$ cat config.mk
export PLATFORM = sky130hd
export DESIGN_NAME = score_writer
export DESIGN_NICKNAME = d
export VERILOG_FILES = /design/src/rtl/score_writer.sv
export SDC_FILE = /design/constraint.sdc
export NUM_CORES = 1
export LEC_CHECK = 0
export ABC_AREA = 0
export CORE_MARGIN = 3
export CORE_UTILIZATION = 51
export CTS_BUF_LIST = sky130_fd_sc_hd__clkbuf_4
export DETAILED_ROUTE_END_ITERATION = 10
export PLACE_DENSITY = 0.81
export SLEW_MARGIN = 20
export SYNTH_ARGS = -nofsm -noshare
export SYNTH_HDL_FRONTEND = slang
export SYNTH_SLANG_ARGS = --single-unit
$ cat constraint.sdc
create_clock -name CLK -period 4.5 [get_ports CLK]
set_clock_uncertainty 0.15 [all_clocks]
set_input_delay 0.9 -clock CLK [delete_from_list [all_inputs] [get_ports CLK]]
set_output_delay 0.9 -clock CLK [all_outputs]
set_load 0.01 [all_outputs]
$ cat src/rtl/score_writer.sv
// score_writer: expands (tone, beats) pairs into per-beat score-RAM writes
// within the selected song region, padding the unused tail with rest code 0.
module score_writer #(
  parameter int unsigned AW       = 10,
  parameter int unsigned DW       = 4,
  parameter int unsigned S1_START = 0,
  parameter int unsigned S1_END   = 138,
  parameter int unsigned S2_START = 139,
  parameter int unsigned S2_END   = 335
) (
  input  logic          CLK,
  input  logic          RST,
  input  logic [3:0]    STATE,
  input  logic          REC_START,
  input  logic          REC_STOP,
  input  logic          NOTE_VLD,
  output logic          NOTE_RDY,
  input  logic [DW-1:0] NOTE_IN,
  input  logic [3:0]    NOTE_DUR,
  output logic          WR_EN,
  output logic [AW-1:0] WR_ADDR,
  output logic [DW-1:0] WR_DATA,
  output logic          BUSY,
  output logic          DONE,
  output logic          OVF
);

  localparam int unsigned BW = 4;

  typedef enum logic [2:0] {
    IDLE  = 3'd0,
    WAIT  = 3'd1,
    WRITE = 3'd2,
    PAD   = 3'd3,
    FIN   = 3'd4
  } state_t;

  state_t        st, st_nxt;
  logic [AW-1:0] ptr, ptr_nxt;
  logic [AW-1:0] end_ptr, end_nxt;
  logic [BW-1:0] rem, rem_nxt;
  logic [DW-1:0] code, code_nxt;
  logic          ovf, ovf_nxt;

  assign OVF = ovf;

  // State and datapath registers
  always_ff @(posedge CLK or posedge RST) begin
    if (RST) begin
      st      <= IDLE;
      ptr     <= '0;
      end_ptr <= '0;
      rem     <= '0;
      code    <= '0;
      ovf     <= 1'b0;
    end else begin
      st      <= st_nxt;
      ptr     <= ptr_nxt;
      end_ptr <= end_nxt;
      rem     <= rem_nxt;
      code    <= code_nxt;
      ovf     <= ovf_nxt;
    end
  end

  // Next-state, datapath update and zero-latency output decode
  always_comb begin
    st_nxt   = st;
    ptr_nxt  = ptr;
    end_nxt  = end_ptr;
    rem_nxt  = rem;
    code_nxt = code;
    ovf_nxt  = ovf;
    NOTE_RDY = 1'b0;
    WR_EN    = 1'b0;
    WR_ADDR  = '0;
    WR_DATA  = '0;
    BUSY     = (st != IDLE);
    DONE     = 1'b0;

    case (st)
      IDLE: begin
        if (REC_START) begin
          if (STATE == 4'd1) begin
            ptr_nxt = AW'(S1_START);
            end_nxt = AW'(S1_END);
            ovf_nxt = 1'b0;
            st_nxt  = WAIT;
          end else if (STATE == 4'd2) begin
            ptr_nxt = AW'(S2_START);
            end_nxt = AW'(S2_END);
            ovf_nxt = 1'b0;
            st_nxt  = WAIT;
          end
        end
      end

      WAIT: begin
        NOTE_RDY = ~REC_STOP;
        if (REC_STOP) begin
          // Region already full: nothing left to pad
          st_nxt = (ptr > end_ptr) ? FIN : PAD;
        end else if (NOTE_VLD) begin
          code_nxt = NOTE_IN;
          rem_nxt  = (NOTE_DUR == 4'd0) ? BW'(1) : NOTE_DUR;
          st_nxt   = WRITE;
        end
      end

      WRITE: begin
        WR_EN   = 1'b1;
        WR_ADDR = ptr;
        WR_DATA = code;
        ptr_nxt = ptr + AW'(1);
        rem_nxt = rem - BW'(1);
        if (ptr == end_ptr) begin
          st_nxt = FIN;
          if (rem > BW'(1)) ovf_nxt = 1'b1;
        end else if (rem == BW'(1)) begin
          st_nxt = WAIT;
        end
      end

      PAD: begin
        WR_EN   = 1'b1;
        WR_ADDR = ptr;
        ptr_nxt = ptr + AW'(1);
        if (ptr == end_ptr) st_nxt = FIN;
      end

      FIN: begin
        DONE   = 1'b1;
        st_nxt = IDLE;
      end

      default: st_nxt = IDLE;
    endcase
  end

endmodule
==> results of run 1 <==
## how the worst min path moves through the flow
stage                     cells past startpoint                   start                endpoint
after floorplan                               2  end_ptr[3]$_DFFE_PP0P_  end_ptr[3]$_DFFE_PP0P_
after global placement                        2  end_ptr[3]$_DFFE_PP0P_  end_ptr[3]$_DFFE_PP0P_
after detailed placement                      1  end_ptr[7]$_DFFE_PP0P_  end_ptr[7]$_DFFE_PP0P_
after CTS                                     1  end_ptr[7]$_DFFE_PP0P_  end_ptr[7]$_DFFE_PP0P_
after global routing                          1      rem[3]$_DFFE_PP0P_      rem[3]$_DFFE_PP0P_
final                                         1  end_ptr[7]$_DFFE_PP0P_  end_ptr[7]$_DFFE_PP0P_
## worst max-delay path: stages
cell             delay (ns)
clkdlybuf4s50_1        0.49
nor4b_2                0.35
clkdlybuf4s50_1        0.61
## routing by layer
layer	up-vias	GRT usage [%]	routed length, um
met3	4	2.52	189
met4	0	6.06	30
met5	-	0	0
met2	48	34.4	1710
li1	678	-	-
met1	641	26.7	1580
## layout make-up
type	count	area share, %
flip-flops and latches	25	31.8
well taps	31	1.97
repair buffers	35	17.8
multi-input cells	129	44.8
inverters	11	2.10
clock inverters	1	0.255
clock buffers	3	1.15
## Yosys cell counts, types with 3 or more instances
library cell / instances
ha_1: 10
nand2_1: 14
dfrtp_1: 25
a21oi_1: 6
and2_1: 8
or3_1: 3
nand4_1: 3
nor3_1: 4
mux2_2: 5
a21o_1: 4
a31oi_1: 5
inv_1: 10
xor2_1: 5
o21ai_0: 6
and3_1: 6
nand3_1: 5
nor2_1: 17
## power by group through the flow
stage / Sequential, mW / Clock [mW] / Combinational [mW]
after floorplan: 0.407 / 0 / 0.503
after global placement: 0.450 / 0 / 0.705
after detailed placement: 0.456 / 0 / 0.733
after CTS: 0.451 / 0.104 / 0.737
after global routing: 0.470 / 0.114 / 0.817
final: 0.454 / 0.103 / 0.731
## cells by family (layout without fill, tap and decap cells)
logic type	after synthesis	after routing	synth area share (%)
multiplexers	5	5	3.58
buffers and inverters	15	50	4.22
flip-flops	25	25	39.8
XOR/XNOR	6	6	3.34
adder cells (fa/ha/maj)	10	10	7.96
AND/OR/NAND/NOR	73	73	26.0
AO/OA/AOI/OAI	35	35	15.1
## registers in the layout, indices dropped and copies added, names as in the netlist
| register | count |
|---|---|
| st | 3 |
| ptr | 10 |
| rem | 4 |
| end_ptr | 3 |
| OVF | 1 |
| code | 4 |
## through the flow
step | power (mW) | area (um2)
CTS | 1.29 | 1960
global route | 1.40 | 1960
detailed placement | 1.19 | 1940
finish | 1.29 | 1960
floorplan | 0.910 | 1570
global placement | 1.15 | 1940
==> flow_metrics.env, run 1 <==
export IMPL_ys_ff_latch=25
export IMPL_clkPwrFrac_pct=8.0
export IMPL_vias=1371
export IMPL_grt_pass1_vias=1270
export IMPL_comb_power_share_pct=56.8
export IMPL_tightest_slew_ns=0.965
export IMPL_layout_common_cells="35 x clkdlybuf4s50_1, 25 x dfrtp_1, 17 x nor2_1"
export IMPL_status="finished clean"
export IMPL_layout_nets=232
export IMPL_final_common_cell="clkdlybuf4s50_1"
export IMPL_num_rows=19
export IMPL_synth_ff_type="dfrtp_1"
export IMPL_avgSynthCellArea_um2=9.31
export IMPL_syn_inst=169
export IMPL_netlist_top_cells_area="dfrtp_1 40%, ha_1 8.0%, nor2_1 4.1%"
export IMPL_fmax_ghz=0.295
export IMPL_r2r_slack_ns=2.13
export IMPL_die_h_um=61.5
export IMPL_synth_top_area_share_pct=39.8
export IMPL_clockBufferDepth=2
export IMPL_area_growth_pct=24.9
export IMPL_synth_edf_count=0
export IMPL_cp_end_kind="output pin"
export IMPL_yosysWarnings=0
export IMPL_critPathLaunch="REC_STOP"
export IMPL_cts_sinks=25
export IMPL_fin_setup_tns_ns=0
export IMPL_switchingPower_mw=0.553
export IMPL_layout_setup_ws_ns=1.10
export IMPL_r2r_cells=7
export IMPL_vdd_drop_max_mv=0.318
export IMPL_htreeDepth=1
export IMPL_routed_wirelength_mm=3.51
export IMPL_port_buffers=35
export IMPL_worst_setup_path_type="in2out"
export IMPL_track_usage_pct=20.2
export IMPL_start_util_pct=55.1
export IMPL_holdBufCountCts=0
export IMPL_dr_pass1_iters=4
export IMPL_core_area_um2=2850
export IMPL_finalHoldViolCount=0
export IMPL_power_density_nw_per_um2=655
export IMPL_netlist_area_um2=1570
export IMPL_stdcell_count=235
export IMPL_path_max_fanout=5
export IMPL_worst_endpoint_required_ns=3.45
export IMPL_cp_start_kind="input pin"
export IMPL_fillers=240
export IMPL_grt_max_degree=26
export IMPL_gp_congestion=0.855
export IMPL_grt_pass1_wl_mm=5.73
export IMPL_grt_overflow_total=0
export IMPL_seqPwrFrac_pct=35.3
export IMPL_die_w_um=61.5
export IMPL_async_flop_share_pct=100
export IMPL_rr_endpoint="st[0]$_DFFE_PP0P_"
export IMPL_postRouteAntennaNets=0
export IMPL_dieArea_um2=3790
export IMPL_arrival_ns=2.35
export IMPL_regToRegStartpoint="end_ptr[6]$_DFFE_PP0P_"
export IMPL_wire_per_inst_um=15.0
export IMPL_cts_clk_slew_worst_paths_ns=0.14
export IMPL_switching_share_pct=42.9
export IMPL_post_cts_setup_buffer_count=0
export IMPL_hp_class="reg2reg"
export IMPL_holdWs_ns=0.357
export IMPL_drv_slew=0
export IMPL_vias_per_cell=5.83
export IMPL_min_period_over_period_pct=75.5
export IMPL_grt_antenna_before_repair=0
export IMPL_remaining_drc_errors=0
export IMPL_setup_viol=0
export IMPL_drtIter0Drc=72
export IMPL_fin_util_pct=68.9
export IMPL_synth_net_count=196
export IMPL_io_pins=36
export IMPL_cts_made_buffers=3
export IMPL_cts_resized_gates=0
export IMPL_leakage_nw=0.876
export IMPL_crit_end="NOTE_RDY"
export IMPL_multi_input_area_um2=881
export IMPL_rsz0062_at_grt="no"
export IMPL_regArea_um2=626
export IMPL_place_ws_ns=1.11
export IMPL_cts_tree="done"
export IMPL_dp_hpwl_mm=2.74
export IMPL_yosys_area_top_type="dfrtp_1"
export IMPL_clock_latency_ns=0.32
export IMPL_internal_power_mw=0.735
export IMPL_root_buffer="clkbuf_4"
export IMPL_drive_gt1_share_pct=8.82
export IMPL_place_inst=231
export IMPL_diodes=0
export IMPL_fin_crit_ns=3.40
export IMPL_ys_types=44
export IMPL_relSlewSlack_pct=35.6
export IMPL_yosysSeqAreaShare_pct=39.8
export IMPL_max_cap_violations=0
(Power assumes the default switching activity.)
==> inputs of run 2 (changes only) <==
--- a/config.mk
+++ b/config.mk
@@ -7,10 +7,10 @@
 export LEC_CHECK = 0
 export ABC_AREA = 0
 export CORE_MARGIN = 3
-export CORE_UTILIZATION = 51
+export CORE_UTILIZATION = 47
 export CTS_BUF_LIST = sky130_fd_sc_hd__clkbuf_4
 export DETAILED_ROUTE_END_ITERATION = 10
-export PLACE_DENSITY = 0.81
+export PLACE_DENSITY = 0.79
 export SLEW_MARGIN = 20
 export SYNTH_ARGS = -nofsm -noshare
 export SYNTH_HDL_FRONTEND = slang
==> constraint.sdc (replaced) <==
create_clock -name CLK -period 3.03 [get_ports CLK]
set_clock_uncertainty 0.15 [all_clocks]
set_input_delay 0.606 -clock CLK [delete_from_list [all_inputs] [get_ports CLK]]
set_output_delay 0.606 -clock CLK [all_outputs]
set_load 0.01 [all_outputs]
==> run 2 against run 1 <==
Net effect:
- routed wire length up 3.0%
- total power is 50% higher
- worst setup slack got worse by 0.84 ns
- via count increased by 2.8%
- die area grew 7.7%
- count of clock-buffer cells in the layout increased by 1
- flip-flop and latch count unchanged
- critical path type unchanged
- largest cell class unchanged
- largest power group unchanged
- highest routed layer unchanged
==> flow_metrics.env, run 2 (same netlist as run 1, synthesis figures left out) <==
export IMPL_grt_busiest_layer="met2"
export IMPL_grt_pass1_vias=1431
export IMPL_met1_usage_pct=25.8
export IMPL_crit_buf_inv=2
export IMPL_fin_crit_ns=2.77
export IMPL_arrival_ns=2.01
export IMPL_power_density_nw_per_um2=966
export IMPL_rsz0062_at_grt="no"
export IMPL_r2r_slack_ns=0.67
export IMPL_crit_end="NOTE_RDY"
export IMPL_vias=1410
export IMPL_hp_class="reg2reg"
export IMPL_wire_per_inst_um=14.4
export IMPL_grt_use_met2_pct=32.3
export IMPL_area_growth_pct=27.5
export IMPL_gp_congestion=0.867
export IMPL_crit_slowest_cell="clkdlybuf4s50_1"
export IMPL_clock_latency_ns=0.32
export IMPL_cts_tree="done"
export IMPL_top_regs="ptr (10), code (4), rem (4)"
export IMPL_r2r_cells=6
export IMPL_fin_util_pct=64.1
export IMPL_port_buffers=35
export IMPL_htreeDepth=1
export IMPL_cp_end_kind="output pin"
export IMPL_drv_slew=0
export IMPL_regToRegStartpoint="ptr[7]$_DFFE_PP0P_"
export IMPL_cpPeakStageDelay_ns=0.60
export IMPL_crit_chain="clkdlybuf4s50_1, nor4b_2, clkdlybuf4s50_1"
export IMPL_cp_common_cell="clkdlybuf4s50_1"
export IMPL_top_register="ptr"
export IMPL_dp_hpwl_mm=2.89
export IMPL_root_buffer="clkbuf_4"
export IMPL_regArea_um2=626
export IMPL_core_area_um2=3130
export IMPL_cts_made_buffers=3
export IMPL_fmax_ghz=0.361
export IMPL_die_w_um=63.8
export IMPL_track_usage_pct=19.5
export IMPL_io_pins=36
export IMPL_status="finished clean"
export IMPL_vdd_drop_max_mv=0.429
export IMPL_postRouteAntennaNets=0
export IMPL_finalHoldViolCount=0
export IMPL_layout_common_cells="35 x clkdlybuf4s50_1, 25 x dfrtp_1, 17 x nor2_1"
export IMPL_holdBufCountCts=0
export IMPL_drtIter0Drc=92
export IMPL_remaining_drc_errors=0
export IMPL_num_rows=20
export IMPL_min_period_over_period_pct=91.3
export IMPL_diodes=0
export IMPL_cp_depth=3
export IMPL_leakage_nw=0.891
export IMPL_clockBufferDepth=2
export IMPL_layout_nets=235
export IMPL_post_cts_setup_buffer_count=0
export IMPL_final_common_cell="clkdlybuf4s50_1"
export IMPL_path_max_fanout=5
export IMPL_fillers=254
export IMPL_relSlewSlack_pct=53.2
export IMPL_critPathLaunch="REC_STOP"
export IMPL_cp_start_kind="input pin"
export IMPL_start_util_pct=50.3
export IMPL_critPathTopFamily="buffers and inverters"
export IMPL_multi_input_area_um2=881
export IMPL_worst_endpoint_required_ns=2.27
export IMPL_die_h_um=63.8
export IMPL_grt_pass1_wl_mm=6.39
export IMPL_max_cap_violations=0
export IMPL_dieArea_um2=4080
export IMPL_worst_setup_path_type="in2out"
export IMPL_largest_register_ffs=10
export IMPL_use_met3_pct=2.46
export IMPL_setup_viol=0
export IMPL_rr_endpoint="st[2]$_DFFE_PP0P_"
export IMPL_routed_wirelength_mm=3.62
export IMPL_vias_per_cell=5.62
export IMPL_grt_antenna_before_repair=0
export IMPL_cts_resized_gates=0
export IMPL_dr_pass1_iters=4
export IMPL_min_from="end_ptr[3]$_DFFE_PP0P_"
export IMPL_drive_gt1_share_pct=10.1
export IMPL_cts_clk_slew_worst_paths_ns=0.14
export IMPL_grt_overflow_total=0
export IMPL_grt_max_degree=26
export IMPL_cts_sinks=25
export IMPL_fin_setup_tns_ns=0
export IMPL_tightest_slew_ns=0.696
==> run 2: worst min-delay path by stage <==
stage / end / slack (ns) / cells past startpoint
global route: code[2]$_DFFE_PP0P_ / 0.37 / 1
detailed placement: end_ptr[3]$_DFFE_PP0P_ / 0.31 / 2
CTS: end_ptr[3]$_DFFE_PP0P_ / 0.34 / 2
global placement: end_ptr[3]$_DFFE_PP0P_ / 0.31 / 2
finish: end_ptr[3]$_DFFE_PP0P_ / 0.34 / 2
floorplan: end_ptr[3]$_DFFE_PP0P_ / 0.28 / 2
==> run 2: per-stage QoR <==
step	power [mW]	instance area (um2)	std cells	hold WS (ns)	setup WS (ns)
after global routing	2.11	2010	251	0.375	0.174
after floorplan	1.35	1570	169	0.282	0.824
after detailed placement	1.79	1980	247	0.310	0.248
final	1.94	2010	251	0.336	0.262
after global placement	1.74	1980	247	0.309	0.300
after CTS	1.95	2010	251	0.340	0.247
==> run 2: power breakdown <==
part	internal, mW	switching (mW)
clock network	0.0604	0.100
registers	0.482	0.191
logic	0.572	0.532
==> run 2: final cells by class <==
class,count,share of cell area [%]
clock buffer,4,1.50
inverter,11,2.06
multi-input combinational,129,43.9
sequential,25,31.2
tap,44,2.74
timing repair buffer,38,18.6
==> run 2: per-layer routing <==
metal  vias to the layer above  share of wire [%]
met1                       682                 45
met4                         0                1.2
met3                         4                4.7
met2                        39                 49
li1                        685                  -
met5                         -                  0
==> run 2: worst reg2reg max path, delay by kind of cell (launching register included) <==
family / cells / cell delay, ns
adders and majority gates: 1 / 0.37
DFF: 1 / 0.46
and+or+nand+nor: 3 / 0.89
AOI/OAI and AO/OA: 2 / 0.44
